### config.mk
export PLATFORM = sky130hd
export DESIGN_NAME = targ_rx_fifo
export DESIGN_NICKNAME = d
export VERILOG_FILES = /design/src/rtl/targ_rx_fifo.sv
export SDC_FILE = /design/constraint.sdc
export NUM_CORES = 1
export LEC_CHECK = 0
export CORE_UTILIZATION = 62
export DETAILED_ROUTE_END_ITERATION = 8
export GPL_TIMING_DRIVEN = 1
export PLACE_DENSITY = 0.79
export SLEW_MARGIN = 20
export SYNTH_ARGS = -nofsm -noshare
export SYNTH_HDL_FRONTEND = slang
export SYNTH_SLANG_ARGS = --single-unit
### constraint.sdc
create_clock -name clk -period 3.8 [get_ports clk]
set_input_delay 0.76 -clock clk [delete_from_list [all_inputs] [get_ports clk]]
set_output_delay 0.76 -clock clk [all_outputs]
set_load 0.05 [all_outputs]
### src/rtl/targ_rx_fifo.sv
// targ_rx_fifo: receive-side byte FIFO for a UART target.
// Each entry stores {eop_flag, byte}. An end-of-packet pulse tags the most
// recently written entry so the consumer can find packet boundaries.
// Optional feature macro: TARG_RX_ERRCNT_EN enables the saturating 8-bit
// framing-error counter on err_count; without it err_count is tied to zero.
module targ_rx_fifo #(
    parameter int DEPTH_LOG2 = 6
) (
    input  logic                  clk,
    input  logic                  reset,
    input  logic [7:0]            rx_data,
    input  logic                  rx_data_ready,
    input  logic                  rx_data_error,
    input  logic                  rx_endofpacket,
    input  logic                  clear,
    input  logic                  rd_en,
    output logic [8:0]            dout,
    output logic                  empty,
    output logic                  full,
    output logic [DEPTH_LOG2:0]   count,
    output logic                  overflow,
    output logic                  underflow,
    output logic [7:0]            err_count
);

    localparam int AW = DEPTH_LOG2;
    localparam int CW = DEPTH_LOG2 + 1;
    localparam int DEPTH = 1 << DEPTH_LOG2;
    localparam logic [CW-1:0] CNT_ZERO = {CW{1'b0}};
    localparam logic [CW-1:0] CNT_ONE  = CW'(1);
    localparam logic [CW-1:0] CNT_FULL = {1'b1, {AW{1'b0}}};
    localparam logic [AW-1:0] PTR_ZERO = {AW{1'b0}};
    localparam logic [AW-1:0] PTR_ONE  = AW'(1);

    logic [8:0]    mem_r [DEPTH];
    logic [AW-1:0] wr_ptr_r;
    logic [AW-1:0] rd_ptr_r;
    logic [CW-1:0] count_r;
    logic [8:0]    dout_r;
    logic          overflow_r;
    logic          underflow_r;

    logic          empty_s;
    logic          full_s;
    logic          pop_s;
    logic          byte_in_s;
    logic          wr_s;
    logic          drop_s;
    logic          mark_s;
    logic          bypass_s;
    logic          flush_s;
    logic [AW-1:0] last_ptr_s;
    logic [CW-1:0] count_next_s;

    // Decode this cycle's write, pop, drop and end-of-packet actions.
    always_comb begin
        empty_s    = (count_r == CNT_ZERO);
        full_s     = (count_r == CNT_FULL);
        flush_s    = reset | clear;
        pop_s      = rd_en & ~empty_s;
        // A byte flagged with a framing error never reaches the queue.
        byte_in_s  = rx_data_ready & ~rx_data_error;
        wr_s       = byte_in_s & (~full_s | pop_s);
        drop_s     = byte_in_s & full_s & ~pop_s;
        // Without a coincident write, eop tags the last entry still stored.
        mark_s     = rx_endofpacket & ~wr_s & ~empty_s;
        // That last entry is leaving right now: forward the flag to dout.
        bypass_s   = mark_s & pop_s & (count_r == CNT_ONE);
        last_ptr_s = wr_ptr_r - PTR_ONE;
        case ({wr_s, pop_s})
            2'b10:   count_next_s = count_r + CNT_ONE;
            2'b01:   count_next_s = count_r - CNT_ONE;
            default: count_next_s = count_r;
        endcase
    end

    // Storage array: byte writes and eop tagging; never reset.
    always_ff @(posedge clk) begin
        if (flush_s) begin
            // Reset and clear discard pending writes; contents are don't-care.
        end else if (wr_s) begin
            mem_r[wr_ptr_r] <= {rx_endofpacket, rx_data};
        end else if (mark_s) begin
            mem_r[last_ptr_s][8] <= 1'b1;
        end else begin
            // No storage update this cycle.
        end
    end

    // Pointers, occupancy, sticky flags and the registered read port.
    always_ff @(posedge clk) begin
        if (flush_s) begin
            wr_ptr_r    <= PTR_ZERO;
            rd_ptr_r    <= PTR_ZERO;
            count_r     <= CNT_ZERO;
            dout_r      <= 9'h000;
            overflow_r  <= 1'b0;
            underflow_r <= 1'b0;
        end else begin
            count_r     <= count_next_s;
            overflow_r  <= overflow_r | drop_s;
            underflow_r <= underflow_r | (rd_en & empty_s);
            if (wr_s) begin
                wr_ptr_r <= wr_ptr_r + PTR_ONE;
            end else begin
                wr_ptr_r <= wr_ptr_r;
            end
            if (pop_s) begin
                rd_ptr_r <= rd_ptr_r + PTR_ONE;
                dout_r   <= {mem_r[rd_ptr_r][8] | bypass_s, mem_r[rd_ptr_r][7:0]};
            end else begin
                rd_ptr_r <= rd_ptr_r;
                dout_r   <= dout_r;
            end
        end
    end

`ifdef TARG_RX_ERRCNT_EN
    logic [7:0] err_count_r;

    // Saturating count of framing-error pulses.
    always_ff @(posedge clk) begin
        if (flush_s) begin
            err_count_r <= 8'h00;
        end else if (rx_data_error && (err_count_r != 8'hFF)) begin
            err_count_r <= err_count_r + 8'h01;
        end else begin
            err_count_r <= err_count_r;
        end
    end

    assign err_count = err_count_r;
`else
    assign err_count = 8'h00;
`endif

    assign dout      = dout_r;
    assign count     = count_r;
    assign empty     = empty_s;
    assign full      = full_s;
    assign overflow  = overflow_r;
    assign underflow = underflow_r;

endmodule

# Yosys cells after proc, flatten, opt, wreduce, memory -nomap -nowiden

Memories as Yosys holds them, arrays and structs flattened. A register that Yosys moved wholly into a read port is not among the register bits.
Index checks and enable logic that the tools add are counted.
W data, S select, Z words.

Memories: 1
Input port bits: 15
Flip-flop bits (word level): 30
RAM bits: 576
Output and inout port bits: 28
Word-level logic and storage cells: 52

Memory list:

| memory | words | bits a word | read ports | clocked after memory_dff | wr ports | line | RTL |
|---|---|---|---|---|---|---|---|
| mem_r  | 64    | 9           | 1          | 1                        | 1        | 35   | `logic [8:0] mem_r [DEPTH];` |

Reductions and logical operators: 3
Multiplexer cells: 13
Eq/ne operators: 4
Bitwise operators: 20
$add $sub $neg: 5

Operator list:

| operator              | count |
|---|---|
| $mux W6               | 3 |
| $pmux W7 S2           | 1 |
| $add A6 B1 Y6 const B | 2 |
| $and A1 B1 Y1         | 10 |
| $mux W9               | 1 |
| $reduce_or A9 Y1      | 1 |
| $add A7 B1 Y7 const B | 1 |
| $eq A7 B1 Y1 const B  | 1 |
| $eq A7 B7 Y1 const B  | 1 |
| $logic_not A7 Y1      | 1 |
| $mux W1               | 7 |
| $sub A7 B1 Y7 const B | 1 |
| $sub A6 B1 Y6 const B | 1 |
| $not A1 Y1            | 5 |
| $or A1 B1 Y1          | 5 |
| $eq A2 B1 Y1 const B  | 1 |
| $eq A2 B2 Y1 const B  | 1 |
| $mux W2               | 1 |
| $reduce_bool A2 Y1    | 1 |

# Longest topological paths before layout

Word-level depth: 14
Mapped depth: 10
Gate-level depth less buffers: 7

# Worst setup path after synthesis

OpenSTA, ideal clock, no wires.

Kind: register to register
Start point: register count_r[0], in the netlist count[0]
End point: memory mem_r[44][0] (enable)
Setup slack: 0.350 ns
Library setup time: 0.383 ns
Arrival: 3.067 ns
Data required time: 3.417 ns
Stages on the path, launching flop included: 10
Path buffers: 2
Period minus slack after synthesis: 3.450 ns
Cells stage by stage: dfxtp_1 -> inv_1 -> ha_1 -> clkbuf_1 -> inv_1 -> o311ai_4 -> nor4_1 -> a211oi_2 -> buf_4 -> nor3_1

Longest elaborated chain between the ends: 14
Elaborated cells on any way between the ends: 20
Those cells by class: eq/ne (1); mux (9); bitwise (8); reduce/logical (2)

RTL lines:

| item                                                       | line   | RTL |
|---|---|---|
| start, declared                                            | 38     | `logic [CW-1:0] count_r;` |
| start signal, assigned                                     | 100    | `count_r <= count_next_s;` |
| $logic_not A7 Y1                                           | 57     | `empty_s = (count_r == CNT_ZERO);` |
| $not A1 Y1                                                 | 60, 66 |  |
| $and A1 B1 Y1                                              | 60     | `pop_s = rd_en & ~empty_s;` |
| $or A1 B1 Y1                                               | 63     | `wr_s = byte_in_s & (~full_s \| pop_s);` |
| $and A1 B1 Y1                                              | 63     |  |
| $not A1 Y1                                                 | 66     | `mark_s = rx_endofpacket & ~wr_s & ~empty_s;` |
| $and A1 B1 Y1 (2 in a row)                                 | 66     |  |
| $mux W1                                                    | 83     | `end else if (mark_s) begin` |
| $mux W1                                                    | 81     | `end else if (wr_s) begin` |
| $mux W1                                                    | 79     | `if (flush_s) begin` |
| $mux W1 (not written as such)                              | 84     | `mem_r[last_ptr_s][8] <= 1'b1;` |
| $reduce_or A9 Y1 (no source line)                          | --     |  |
| $mux W6 (no source line) / $mux W2 (equally long branches) | --     |  |
| end, declared                                              | 35     |  |

Parallel ways exist; a longest one is shown, timed or not.

# Final worst setup path

Start point: register count_r[2], in the netlist count[2]
End point: output full

Longest elaborated chain between the ends: 1

RTL lines:

| item          | line | RTL |
|---|---|---|
| $eq A7 B7 Y1  | 58   | `full_s = (count_r == CNT_FULL);` |
| end, declared | 19   | `output logic full,` |

Every way passes these cells.

==> PnR_summary.wiki <==
{| class="wikitable"
! Metric !! Value
|-
| Outcome || completed
|-
| Last weighted congestion value of the routability-driven placer || between 0.9 and 1
|-
| Latest clock arrival within the worst-skew pair || 0.62 ns
|-
| Clock Skew || 0.0210 ns
|-
| RSZ-0062 raised after global routing || false
|-
| Setup slack, reg-to-reg || 0.35 ns
|-
| Hold path startpoint || overflow
|-
| Total number of placement rows || 73
|-
| # clock sinks || between 600 and 700
|-
| R2r startpoint || count[2]
|-
| Cells after Synth || ~1500
|-
| Period utilisation layout || 91.8%
|-
| Crit path max fanout || 10
|-
| Proportion of layout cells with a drive suffix above 1 || around a quarter
|-
| Buffer type at the clock tree root || sky130_fd_sc_hd__clkbuf_16
|-
| Data arrival, critical path || 2.73 ns
|-
| Vias in the first global route || roughly 14000
|-
| Post-synthesis average cell area || between 15 and 20 um2
|-
| Number of enable flip-flop cells after synthesis || 576
|-
| Unique masters post-synth || 61
|-
| Maximum achievable frequency || 0.287 GHz
|-
| Routed via count divided by cell count || 6.67
|-
| Time the worst path needs with I/O delays and setup || 3.49 ns
|-
| Portion of the post-synthesis area used by sequential elements || 71.5%
|-
| Total of cells resized after clock tree synthesis || 0
|-
| Pin slew with the least headroom to its limit || 1.07 ns
|-
| Cell count of the worst hold path || 2
|-
| Number of antenna violations at the first check in global routing || 0
|-
| WL/cell || 27.7 um
|-
| Seq. cell area || 18000 um2
|-
| Worst-case reg-to-reg path depth || 7
|-
| Type of destination of the critical path || output port
|-
| Count of TritonRoute iterations in the first routing pass || 5
|-
| HPWL reported at the end of detailed placement || 35200 um
|-
| Clock input transition at the sequential cells of the worst setup and hold paths || ~0.070 ns
|-
| Post-synthesis cell area || around 25000 um2
|-
| GRT Overall Usage || 29.1%
|-
| Number of buffers inserted by hold repair at cts || 0
|-
| Maximum level of the CTS H-tree || 2
|-
| Static leakage || 8.79 nW
|-
| First-pass GRT wire length || 87900 um
|-
| Count of fill cells added during filler insertion || 2309
|-
| Design Power || 13.9 mW
|-
| Initial core utilization || 63.1%
|-
| Pin count of the biggest net entering global routing || 66
|-
| Area occupied by multi-input gates || 6720 um2
|-
| Post-route cell area || 28900 um2
|-
| Non-filler cells, final || 2136
|-
| Post-CTS setup buffer count || 0
|-
| Antenna diode count || 0
|-
| Hold Violations, Final || 0
|-
| Peak ir drop on the vdd network || 0.000393 V
|-
| Power density relative to cell area || 482 nW/um2
|-
| Die Area || 41400 um2
|-
| DRC violations left || 0
|-
| Relative slew slack || between 20% and 30%
|-
| Required arrival time at the worst endpoint || 3.04 ns
|-
| Worst setup path class || reg -> out
|-
| Largest delay contributor family on the critical path || buffers and inverters
|-
| Quantity of I/O buffers inserted on ports || 34
|-
| Remaining Overflow, GRT || 0
|-
| Finish-stage setup viols || 0
|-
| # placed instances || 2029
|-
| HP Class || reg -> reg
|-
| Vias || about 14000
|-
| Hold endpoint || overflow
|-
| Clock tree from TritonCTS || yes
|-
| Crit-path slowest cell || sky130_fd_sc_hd__clkdlybuf4s50_1
|-
| Fin nets || 1585
|-
| Total wirelength of the detailed-routed design || 59100 um
|-
| Clock buffers created by TritonCTS || 58
|-
| Max cap viols || 0
|-
| Die X-Extent || ~200 um
|-
| Violation count after the first detailed-routing iteration || ~1600
|-
| Share of synthesized registers carrying an async set or reset || 0%
|-
| Core area || approximately 40000 um2
|-
| Number of register bits inferred by synthesis || 612
|-
| Cell Area, Placed || 26800 um2
|-
| Ordered list of cells on the worst path || nor4_4, nand3_1, inv_1, clkdlybuf4s50_1
|-
| Routed Antenna Nets || 0
|-
| DIE HEIGHT || 204 um
|-
| Stage delay of the slowest cell on the critical path || 0.83 ns
|-
| Number of buffers and inverters on the critical path || 2
|-
| Max clock buf depth || 3
|-
| Total I/O pin count || 43
|-
| Final-report max-slew violation count || 0
|-
| Type of element launching the critical path || flop
|-
| R2r endpoint || mem_r[44][1]
|-
| Area growth from synthesis to final layout || 14.5%
|-
| Warnings, synthesis || 0
|-
| Post-synth top flop || sky130_fd_sc_hd__edfxtp_1
|}
==> final cells by class <==
class                           count  area share [%]
Sequential cell                   612            62.5
Multi-Input combinational cell    728            23.3
Timing Repair Buffer              152            4.84
Clock inverter                     40            1.67
Tap cell                          525            2.28
Clock buffer                       67            5.29
Inverter                           12           0.156
==> per-stage QoR <==
stage | setup TNS [ns] | setup slack (ns) | hold WS (ns) | utilization [%]
floorplan | 0 | 0.350 | 0.468 | -
global placement | -0.655 | -0.0647 | 0.453 | 67.1
detailed placement | -3.11 | -0.0896 | 0.461 | 67.1
CTS | 0 | 0.252 | 0.474 | 72.1
global route | 0 | 0.184 | 0.500 | 72.3
finish | 0 | 0.312 | 0.477 | 72.3
==> worst register-to-register path, cell delays in order (launching register included) <==
cell,delay [ns]
sky130_fd_sc_hd__dfxtp_1,0.42
sky130_fd_sc_hd__or4_1,0.63
sky130_fd_sc_hd__o311a_1,0.43
sky130_fd_sc_hd__buf_4,0.19
sky130_fd_sc_hd__a41oi_2,0.26
sky130_fd_sc_hd__a211oi_4,0.09
sky130_fd_sc_hd__buf_12,0.17
sky130_fd_sc_hd__nor3_1,0.88
==> worst max path at each step <==
stage / endpoint / from / cells past startpoint
2_1_floorplan: mem_r[44][0] / count[0] / 9
3_3_place_gp: mem_r[46][5] / clear / 8
3_5_place_dp: mem_r[12][2] / clear / 9
4_1_cts: mem_r[37][5] / count[2] / 7
5_1_grt: mem_r[44][1] / count[1] / 9
6_report: full / count[2] / 4
==> flip-flops by register name (all words and copies together) (netlist names), named ones only <==
signal,cells
rd_ptr_r,6
dout,9
overflow,1
wr_ptr_r,6
count,7
underflow,1
mem_r,576
==> report_power, final <==
group	internal [mW]	switching [mW]
registers	7.39	0.0140
clock network	3.56	2.50
logic	0.123	0.321
==> cells in the mapped netlist, drive strengths merged, types with 4 or more instances <==
| cell type | n | area [um2] |
|---|---|---|
| and2 | 11 | 68.8 |
| nand3 | 35 | 175 |
| a31oi | 25 | 175 |
| ha | 6 | 75.1 |
| a22o | 9 | 78.8 |
| mux2i | 145 | 1460 |
| and3 | 9 | 56.3 |
| nand4 | 11 | 68.8 |
| a211o | 8 | 70.1 |
| a211oi | 4 | 40.0 |
| nor2 | 37 | 141 |
| nor2b | 7 | 43.8 |
| a41oi | 7 | 68.8 |
| nor4 | 6 | 52.6 |
| mux4 | 74 | 1670 |
| nand2 | 25 | 96.4 |
| inv | 12 | 45.0 |
| xnor2 | 9 | 78.8 |
| or3 | 6 | 37.5 |
| o21ai | 5 | 25.0 |
| buf | 66 | 375 |
| nor3 | 136 | 891 |
| edfxtp | 576 | 17300 |
| a21oi | 11 | 55.1 |
| xor2 | 4 | 35.0 |
| a32oi | 5 | 73.8 |
| a22oi | 91 | 683 |
| dfxtp | 36 | 721 |
| clkbuf | 52 | 195 |
==> kinds of logic after synthesis <==
kind of cell | Yosys count | share of synthesized area (%)
flip-flops | 612 | 71.5
XOR/XNOR | 13 | 0.452
multiplexers | 221 | 12.5
adder cells (fa/ha/maj) | 6 | 0.298
AND/OR/NAND/NOR | 296 | 6.85
buffers and inverters | 130 | 2.44
other | 1 | 0.0149
AO/OA/AOI/OAI | 184 | 5.94
==> placed cells by master (no fill, tap or decap), drive strengths merged, types with 15 or more instances in the layout <==
| cell type | synthesis | routed |
|---|---|---|
| mux4 | 74 | 74 |
| nand2 | 25 | 25 |
| clkdlybuf4s50 | 0 | 33 |
| clkinv | 0 | 21 |
| dfxtp | 36 | 36 |
| inv | 12 | 15 |
| a31oi | 25 | 25 |
| nor2 | 37 | 37 |
| a22oi | 91 | 91 |
| clkbuf | 52 | 67 |
| nor3 | 136 | 136 |
| buf | 66 | 119 |
| edfxtp | 576 | 576 |
| nand3 | 35 | 35 |
| mux2i | 145 | 145 |
==> metal layers <==
layer / track usage, % / share of wire (%) / vias up
met2: 47.8 / 49 / 780
li1: - / - / 6120
met4: 10.9 / 3.2 / 0
met1: 40.2 / 39 / 7229
met3: 4.01 / 8.3 / 121
met5: 0 / 0 / -
Note: power is estimated with default switching activity, not from simulation.
